===== src/rtl/serial_unlock_pkg.sv =====
// Shared types and width helpers for the serial password unlock block.
package serial_unlock_pkg;

    // Frame-level controller states; LOCKOUT is only reachable when the
    // attempt-limit feature is built in.
    typedef enum logic [1:0] {
        IDLE    = 2'd0,
        COLLECT = 2'd1,
        LOCKOUT = 2'd2
    } unlock_state_t;

    // Bit index inside a frame spans 0 .. pwd_len-1.
    function automatic int bit_cnt_width(input int pwd_len);
        return (pwd_len < 2) ? 1 : $clog2(pwd_len);
    endfunction

    // Failed-attempt counter must be able to hold max_attempts itself.
    function automatic int attempt_width(input int max_attempts);
        return (max_attempts < 1) ? 1 : $clog2(max_attempts + 1);
    endfunction

    // Lockout timer holds lockout_cycles-1 down to 0.
    function automatic int timer_width(input int lockout_cycles);
        return (lockout_cycles < 2) ? 1 : $clog2(lockout_cycles);
    endfunction

endpackage


===== src/rtl/serial_unlock_lockout_timer.sv =====
// Load/decrement down-counter used to time the lockout window.
// done is high whenever the count has reached zero.
module serial_unlock_lockout_timer #(
    parameter int W = 4
) (
    input  logic         clk,
    input  logic         reset,
    input  logic         load,
    input  logic [W-1:0] load_value,
    output logic         done
);

    logic [W-1:0] r_count;

    // Load has priority; otherwise count down and park at zero.
    always_ff @(posedge clk) begin
        if (reset) begin
            r_count <= '0;
        end else if (load) begin
            r_count <= load_value;
        end else if (r_count != '0) begin
            r_count <= r_count - 1'b1;
        end
    end

    assign done = (r_count == '0);

endmodule


===== src/rtl/serial_pwd_unlock.sv =====
// Serial password checker: collects PWD_LEN bits per frame (MSB first) and
// pulses unlock or pwd_incorrect combinationally on the last handshake.
// Optional attempt-limit lockout is enabled by defining SERIAL_UNLOCK_LOCKOUT_EN.
module serial_pwd_unlock
    import serial_unlock_pkg::*;
#(
    parameter int                 PWD_LEN        = 4,
    parameter logic [PWD_LEN-1:0] DEFAULT_PWD    = 4'b1011,
    parameter int                 MAX_ATTEMPTS   = 3,
    parameter int                 LOCKOUT_CYCLES = 16
) (
    input  logic               clk,
    input  logic               reset,
    input  logic               serial_valid,
    input  logic               serial_data,
    output logic               serial_ready,
    input  logic               pwd_load,
    input  logic [PWD_LEN-1:0] pwd_value,
    output logic               unlock,
    output logic               pwd_incorrect,
    output logic               locked_out
);

    localparam int             BW       = bit_cnt_width(PWD_LEN);
    localparam logic [BW-1:0]  LAST_IDX = BW'(PWD_LEN - 1);

    unlock_state_t      r_state, w_state_next;
    logic [BW-1:0]      r_bit_cnt, w_bit_cnt_next;
    logic               r_mismatch, w_mismatch_next;
    logic [PWD_LEN-1:0] r_pwd, w_pwd_next;

    logic          w_locked;
    logic          w_ready;
    logic          w_accept;
    logic          w_last;
    logic          w_bit_match;
    logic [BW-1:0] w_bit_idx;
    logic          w_unlock;
    logic          w_incorrect;
    logic          w_lock_enter;
    logic          w_lock_exit;

`ifdef SERIAL_UNLOCK_LOCKOUT_EN
    localparam int AW = attempt_width(MAX_ATTEMPTS);
    localparam int TW = timer_width(LOCKOUT_CYCLES);

    logic [AW-1:0] r_attempts, w_attempts_next;
    logic          w_timer_done;

    serial_unlock_lockout_timer #(
        .W (TW)
    ) u_lockout_timer (
        .clk        (clk),
        .reset      (reset),
        .load       (w_lock_enter),
        .load_value (TW'(LOCKOUT_CYCLES - 1)),
        .done       (w_timer_done)
    );

    // The failing verdict that reaches MAX_ATTEMPTS sends us into lockout.
    assign w_lock_enter = w_incorrect && (r_attempts == AW'(MAX_ATTEMPTS - 1));
    assign w_lock_exit  = w_timer_done;
    assign w_locked     = (r_state == LOCKOUT);

    // Consecutive-failure count: cleared by a match or by leaving lockout.
    always_comb begin
        w_attempts_next = r_attempts;
        if (r_state == LOCKOUT && w_timer_done) begin
            w_attempts_next = '0;
        end else if (w_unlock) begin
            w_attempts_next = '0;
        end else if (w_incorrect) begin
            w_attempts_next = r_attempts + 1'b1;
        end
    end

    // Attempt counter register.
    always_ff @(posedge clk) begin
        if (reset) begin
            r_attempts <= '0;
        end else begin
            r_attempts <= w_attempts_next;
        end
    end
`else
    // Unlimited retries: LOCKOUT is never entered, and if it were it exits at once.
    logic w_unused_cfg;
    assign w_unused_cfg = (MAX_ATTEMPTS > 0) ^ (LOCKOUT_CYCLES > 0);
    assign w_lock_enter = 1'b0;
    assign w_lock_exit  = 1'b1;
    assign w_locked     = 1'b0;
`endif

    assign w_ready     = !reset && !w_locked && !pwd_load;
    assign w_accept    = serial_valid && w_ready;
    assign w_last      = (r_bit_cnt == LAST_IDX);
    assign w_bit_idx   = LAST_IDX - r_bit_cnt;
    assign w_bit_match = (serial_data == r_pwd[w_bit_idx]);
    // bit_cnt is 0 in IDLE and PWD_LEN >= 2, so w_last only fires in COLLECT.
    assign w_unlock    = w_accept && w_last && !r_mismatch && w_bit_match;
    assign w_incorrect = w_accept && w_last && (r_mismatch || !w_bit_match);

    // Next-state logic: password load aborts a frame, each accepted bit
    // advances it, the last bit returns to IDLE (or LOCKOUT on the final failure).
    always_comb begin
        w_state_next    = r_state;
        w_bit_cnt_next  = r_bit_cnt;
        w_mismatch_next = r_mismatch;
        w_pwd_next      = r_pwd;
        case (r_state)
            IDLE, COLLECT: begin
                if (pwd_load) begin
                    w_pwd_next      = pwd_value;
                    w_state_next    = IDLE;
                    w_bit_cnt_next  = '0;
                    w_mismatch_next = 1'b0;
                end else if (w_accept) begin
                    if (w_last) begin
                        w_state_next    = w_lock_enter ? LOCKOUT : IDLE;
                        w_bit_cnt_next  = '0;
                        w_mismatch_next = 1'b0;
                    end else begin
                        w_state_next    = COLLECT;
                        w_bit_cnt_next  = r_bit_cnt + 1'b1;
                        w_mismatch_next = r_mismatch || !w_bit_match;
                    end
                end
            end
            LOCKOUT: begin
                if (w_lock_exit) begin
                    w_state_next = IDLE;
                end
            end
            default: begin
                w_state_next    = IDLE;
                w_bit_cnt_next  = '0;
                w_mismatch_next = 1'b0;
            end
        endcase
    end

    // State and frame registers; reset restores the default password.
    always_ff @(posedge clk) begin
        if (reset) begin
            r_state    <= IDLE;
            r_bit_cnt  <= '0;
            r_mismatch <= 1'b0;
            r_pwd      <= DEFAULT_PWD;
        end else begin
            r_state    <= w_state_next;
            r_bit_cnt  <= w_bit_cnt_next;
            r_mismatch <= w_mismatch_next;
            r_pwd      <= w_pwd_next;
        end
    end

    assign serial_ready  = w_ready;
    assign unlock        = w_unlock;
    assign pwd_incorrect = w_incorrect;
    assign locked_out    = w_locked;

endmodule


===== config.mk =====
export PLATFORM = sky130hd
export DESIGN_NAME = serial_pwd_unlock
export DESIGN_NICKNAME = d
export VERILOG_FILES = /design/src/rtl/serial_unlock_pkg.sv /design/src/rtl/serial_unlock_lockout_timer.sv /design/src/rtl/serial_pwd_unlock.sv
export SDC_FILE = /design/constraint.sdc
export NUM_CORES = 1
export LEC_CHECK = 0
export CAP_MARGIN = 20
export CELL_PAD_IN_SITES_DETAIL_PLACEMENT = 0
export CELL_PAD_IN_SITES_GLOBAL_PLACEMENT = 1
export CORE_AREA = 2 2 39 41
export CTS_CLUSTER_DIAMETER = 200
export DETAILED_ROUTE_END_ITERATION = 10
export DIE_AREA = 0 0 41 43
export PLACE_DENSITY = 0.79
export SLEW_MARGIN = 20
export SYNTH_ARGS = -nofsm -noshare
export SYNTH_HDL_FRONTEND = slang
export SYNTH_SLANG_ARGS = --single-unit

===== constraint.sdc =====
create_clock -name clk -period 3.2 [get_ports clk]
set_input_delay 0.8 -clock clk [delete_from_list [all_inputs] [get_ports clk]]
set_output_delay 0.8 -clock clk [all_outputs]
set_load 0.02 [all_outputs]

==> out/metrics.yaml, run 1 <==
finish:
  fin_area_sq_um: 522
  fin_nets: 62
  syn_to_final_growth_pct: 47.9
  final_common_cell: "clkdlybuf4s50_1"
  drive_gt1_frac: 0.176
  ff_latch_area_sq_um: 140
  antenna_cells: 0
  fill_cells: 143
  multi_input_area_sq_um: 194
  final_cell_mix: "clkdlybuf4s50_1 (9), dfxtp_1 (7)"
yosys:
  yosysSeqAreaShare: 0.397
  netlist_instances: 36
  async_flop_share: 0
  synth_area_leader_cell: "dfxtp_1"
  synth_area_per_cell_sq_um: 9.80
  synth-edff-count: 0
  syn_area_sq_um: 353
  synthTopCellsByArea: "dfxtp_1 (40%), mux2i_1 (8.5%), a211o_1 (7.4%)"
  ys.warnings.count: 0
  ys_ff_latch: 7
  synth_top_flop_cell: "dfxtp_1"
  syn_nets: 46
  synth.distinct_cells: 20
  netlist.area_leader.share: 0.397
drt:
  drtAntennaViolNets: 0
  wl_per_cell_microns: 9.01
  drc: 0
  drt_iter0_drc: 2
  drtPass1Iterations: 4
  vias_per_cell: 4.37
  drt-total-wl_microns: 604
  vias: 293
worst_setup_path:
  worstPathRequired_ns: 2.40
  arrival_ns: 2.04
  crit_type: "primary input to output pin"
  endpoint_kind: "output pin"
  startpoint_type: "primary input"
  cp_max_fo: 2
placed_design:
  place_congestion: 0.691
  port_buffers: 11
  place_area_sq_um: 490
  dpl.hpwl_microns: 448
floorplanning:
  core_sq_um: 1380
  initial_utilization: 0.255
  dieWidth_microns: 41
  rows: 14
  die_y_microns: 43
  dieArea_sq_um: 1760
  ios: 13
cts:
  cts-buffers-inserted: 3
  cts_hold_buf: 0
  cts_root_buf: "clkbuf_4"
  clk_path_buf_depth: 2
  htree_levels: 1
  clkSlewWorstSetupHoldPaths_ns: 0.05
  clock_latency_ns: 0.25
  cts_tree: "done"
  numClockSinks: 7
timing:
  rsz0062_at_grt: "no"
  timing.final.crit_share: 0.888
  max_freq_mhz: 352
  setup_viol: 0
  min_period_ns: 2.84
  whs_ns: 0.487
  drv_slew: 0
  finClkSkew_ns: 0.00601
  hold_viol: 0
  setup_tns_ns: 0
global_routing:
  gr-usage-all-layers: 0.0838
  grt_pass1_wl_microns: 979
  antenna_found_initial: 0
  overflow: 0
  grt_pass1_vias: 242
  grt_max_degree: 11
power:
  power_density_nw_per_um2: 403
  vdd_ir_drop_max_uv: 322
  power.leakage_nw: 0.244
run_status:
  outcome: "finished, final reports clean"
hold_path:
  min_path_type: "flip-flop to flip-flop"
job:
  max-cap-violations: 0
[flip-flops by register name (all words and copies together), names as in the netlist]
name / count
r_pwd: 4
r_bit_cnt: 2
r_mismatch: 1
[critical path: stages]
cell             delay [ns]
clkdlybuf4s50_1        0.41
nor2_1                 0.19
clkdlybuf4s50_1        0.64
[logic make-up after synthesis]
kind of cell | Yosys count | synth area share
AO/OA/AOI/OAI | 6 | 0.124
XOR/XNOR | 1 | 0.0461
adder cells (fa/ha/maj) | 1 | 0.0355
buffers and inverters | 4 | 0.0532
flip-flops | 7 | 0.397
multiplexers | 4 | 0.149
other | 1 | 0.0106
AND/OR/NAND/NOR | 12 | 0.184
[metal layers]
metal,share of wire,up-vias,global-route usage
met5,0,-,0
met4,0,0,0
met3,0.11,0,0.0838
met2,0.38,13,0.100
met1,0.50,125,0.115
li1,-,155,-
[cell type report]
type / instances / area share
tap: 16 / 0.0384
sequential: 7 / 0.269
inverter: 1 / 0.00719
clock buffer: 4 / 0.0504
multi-input combinational: 25 / 0.372
timing repair buffer: 14 / 0.264
[synth_stat cells, drive strengths merged (2+ instances only)]
| cell type | number |
|---|---|
| dfxtp | 7 |
| nor2b | 3 |
| nand2 | 2 |
| a211o | 3 |
| mux2i | 3 |
| nor2 | 3 |
| nor3 | 2 |
| buf | 2 |
[path summary, 6_finish.rpt]
kind / from / end / slack, ns / cells past startpoint
min: r_mismatch / r_mismatch / 0.49 / 2
max: pwd_load / serial_ready / 0.36 / 3
max reg2reg: r_bit_cnt[0] / r_mismatch / 1.86 / 3
min reg2reg: r_mismatch / r_mismatch / 0.49 / 2
[metrics by stage]
stage / cells / util / power, mW / setup WS [ns]
5_1_grt: 67 / 0.377 / 0.222 / 0.305
6_report: 67 / 0.377 / 0.210 / 0.360
4_1_cts: 67 / 0.373 / 0.216 / 0.0525
3_3_place_gp: 63 / 0.354 / 0.134 / 0.0588
2_1_floorplan: 36 / - / 0.118 / 0.517
3_5_place_dp: 63 / 0.354 / 0.134 / 0.0518
[repair_timing]
action / in CTS / in global routing
buffers inserted: 0 / 0
endpoints found under the setup margin: 0 / 2
gates resized for setup: 0 / 2
[power by group]
group | switching, mW | internal (mW) | leakage, nW
Combinational | 0.0140 | 0.0231 | 0.171
Clock | 0.0303 | 0.0474 | 0.0150
Sequential | 0.00297 | 0.0923 | 0.0578
Total | 0.0473 | 0.163 | 0.244
No activity file was read; power rests on OpenSTA's default activity.
==> inputs of run 2 (changes only) <==
ABC_AREA = 1   (was not set)
PLACE_DENSITY = 0.85   (was 0.79)
==> run 2 against run 1 <==
Worst setup slack got worse by 0.23 ns. Critical path type unchanged. Sequential cell count stayed put. Worst hold slack worse by 0.030 ns. Utilization increased by 0.091 points. Clock power up 9.9%. Final area up 0.24%. Final cell count up 31%. Total power rose by 2.0%.
==> out/metrics.yaml, run 2 <==
power:
  p_switching_uw: 56.6  # +20%
  seqPwrFrac: 0.442  # -0.011
  vdd_ir_drop_max_uv: 164  # -49%
  switching_share: 0.264  # +0.0391
  pwr-share-comb: 0.160  # -0.017
  internal_power_uw: 158  # -3.2%
  clock_power_share: 0.398  # +0.028
  power.leakage_nw: 0.250  # +2.7%
  power_density_nw_per_um2: 410  # +1.7%
floorplanning:
  dieArea_sq_um: 1760  # unchanged
  die_y_microns: 43  # unchanged
  dieWidth_microns: 41  # unchanged
  rows: 14  # unchanged
  initial_utilization: 0.259  # +0.00452
  core_sq_um: 1380  # unchanged
  ios: 13  # unchanged
placed_design:
  dpl.hpwl_microns: 604  # +35%
  place_congestion: 0.752  # +8.8%
  port_buffers: 11  # unchanged
yosys:
  synth.distinct_cells: 13  # -35%
  ys.warnings.count: 0  # unchanged
  synth_top_flop_cell: "dfxtp_1"
  yosysMostFrequentCell: "nand2_1"
  async_flop_share: 0  # unchanged
  netlist.area_leader.share: 0.390  # -0.00692
  synth_commonest_cells: "nand2_1 (17), nand3_1 (8), dfxtp_1 (7), inv_1 (7), nor2_1 (6)"
  yosysSeqAreaShare: 0.390  # -0.00692
  synthTopCellsByArea: "dfxtp_1 (39%), nand2_1 (18%), nand3_1 (11%)"
  netlist_instances: 56  # +56%
  syn_area_sq_um: 359  # +1.8%
  ys_ff_latch: 7  # unchanged
  synth_area_leader_cell: "dfxtp_1"
  syn_nets: 66  # +43%
  synth_area_per_cell_sq_um: 6.41  # -35%
  synth-edff-count: 0  # unchanged
drt:
  wl_met3_microns: 20  # -71%
  drt_iter0_drc: 4  # +2
  routed.top_layer: "met4"
  drt-total-wl_microns: 737  # +22%
  vias_per_cell: 4.41  # +0.82%
  drc: 0  # unchanged
  vias: 388  # +32%
  drtAntennaViolNets: 0  # unchanged
  wl_met1_microns: 332  # +9.2%
  drtPass1Iterations: 2  # -2
  wl_per_cell_microns: 8.38  # -7.1%
  wl_met2_microns: 336  # +46%
worst_setup_path:
  slowest_delay_ns: 0.60  # -0.04 ns
  cp_slowest_cell: "clkdlybuf4s50_1"
  cp_max_fo: 4  # +2
  worstPathRequired_ns: 2.40  # about the same
  r2r_end: "r_mismatch"
  startpoint: "pwd_load"
  critPathCapture: "unlock"
  crit_path_frequent_cell: "clkdlybuf4s50_1"
  r2r-start: "r_bit_cnt[0]"
  arrival_ns: 2.27  # +0.23 ns
  cp_cell_sequence: "clkdlybuf4s50_1, nor2_2, nand2_2, inv_2, nand2_1, nor2_1, clkdlybuf4s50_1"
  reg2reg_slack_ns: 2.14  # +0.28 ns
  startpoint_type: "primary input"
  crit_type: "primary input to output pin"
  endpoint_kind: "output pin"
  reg2reg_depth: 8  # +5
finish:
  final_common_cell: "nand2_1"
  antenna_cells: 0  # unchanged
  multi_input_area_sq_um: 181  # -6.5%
  largest-register: "r_pwd"
  largest_register_ffs: 4  # unchanged
  ff_latch_area_sq_um: 140  # unchanged
  reg_top3: "r_pwd (4), r_bit_cnt (2), r_mismatch (1)"
  drive_gt1_frac: 0.125  # -0.0515
  syn_to_final_growth_pct: 45.6
  fill_cells: 158  # +10%
  fin_nets: 83  # +34%
  final_cell_mix: "nand2_1 (17), clkdlybuf4s50_1 (11), nand3_1 (8)"
cts:
  clock_latency_ns: 0.26  # about the same
  cts_hold_buf: 0  # unchanged
  htree_levels: 1  # unchanged
  clk_path_buf_depth: 2  # unchanged
  cts_root_buf: "clkbuf_4"
  numClockSinks: 7  # unchanged
  cts_tree: "done"
  clkSlewWorstSetupHoldPaths_ns: 0.05  # about the same
  cts-buffers-inserted: 3  # unchanged
  cts_resized: 0  # unchanged
  postCtsSetupBuffers: 0  # unchanged
timing:
  setup_viol: 0  # unchanged
  min_period_ns: 3.07  # +0.230 ns
  timing.final.crit_share: 0.959  # +0.0718
  hold_viol: 0  # unchanged
  whs_ns: 0.456  # -0.0304 ns
  finClkSkew_ns: 0.00102  # -0.00499 ns
  rsz0062_at_grt: "no"
  setup_tns_ns: 0  # unchanged
  max_freq_mhz: 326  # -7.5%
  drv_slew: 0  # unchanged
run_status:
  outcome: "finished, final reports clean"
global_routing:
  grt_max_degree: 7  # -4
  grt_pass1_vias: 315  # +30%
  grt_pass1_wl_microns: 1280  # +30%
  overflow: 0  # unchanged
  gr-usage-all-layers: 0.119  # +0.0350
  antenna_found_initial: 0  # unchanged
job:
  max-cap-violations: 0  # unchanged
hold_path:
  min_path_type: "flip-flop to flip-flop"
==> run 2: changes by cell type after synthesis, sizes merged, moves of 5 or more <==
cell	change
nor2	+5
nand2	+16
nand3	+7
inv	+7
==> run 2: power groups by stage <==
stage          sequential (mW)  combinational, mW  clock [mW]
6_report                0.0947             0.0343      0.0854
5_1_grt                 0.0952             0.0386      0.0928
4_1_cts                 0.0948             0.0349      0.0869
3_5_place_dp            0.0967             0.0348           0
3_3_place_gp            0.0965             0.0344           0
2_1_floorplan           0.0959             0.0181           0
==> run 2: worst min-delay path by stage <==
| stage | startpoint | end | cells past startpoint |
|---|---|---|---|
| after CTS | r_pwd[3] | r_pwd[3] | 2 |
| final | r_pwd[3] | r_pwd[3] | 2 |
| after global routing | r_pwd[3] | r_pwd[3] | 2 |
| after global placement | r_pwd[0] | r_pwd[0] | 2 |
| after detailed placement | r_pwd[3] | r_pwd[3] | 2 |
| after floorplan | r_pwd[0] | r_pwd[0] | 2 |
==> run 2: final cells by class <==
class / instances / area share
inverter: 8 / 0.0574
tap: 16 / 0.0383
timing repair buffer: 13 / 0.239
sequential: 7 / 0.268
multi-input combinational: 40 / 0.347
clock buffer: 4 / 0.0502
==> run 2: metrics by stage <==
stage / power, mW / cell area (sq um) / setup slack, ns / instances / utilization
floorplan: 0.114 / 359 / 0.841 / 56 / -
global placement: 0.131 / 497 / 0.126 / 84 / 0.359
detailed placement: 0.131 / 497 / 0.112 / 84 / 0.359
CTS: 0.217 / 523 / 0.112 / 88 / 0.378
global route: 0.227 / 523 / 0.0250 / 88 / 0.378
finish: 0.214 / 523 / 0.130 / 88 / 0.378
==> run 2: worst max-delay path, delay by kind of cell <==
kind / cells / cell delay [ns]
buffers and inverters: 3 / 1.11
AND/OR/NAND/NOR: 4 / 0.36
==> run 2: layer usage <==
metal | track usage | vias up
met2 | 0.131 | 8
li1 | - | 205
met4 | 0.180 | 0
met1 | 0.140 | 171
met3 | 0.0314 | 4
met5 | 0 | -
==> run 2: cell families (layout without fill, tap and decap cells) <==
kind of cell | count (synthesis) | after routing | synth area share
buffers and inverters | 9 | 25 | 0.105
AO/OA/AOI/OAI | 4 | 4 | 0.0558
other | 1 | 1 | 0.0104
AND/OR/NAND/NOR | 34 | 34 | 0.404
flip-flops | 7 | 7 | 0.390
adder cells (fa/ha/maj) | 1 | 1 | 0.0348
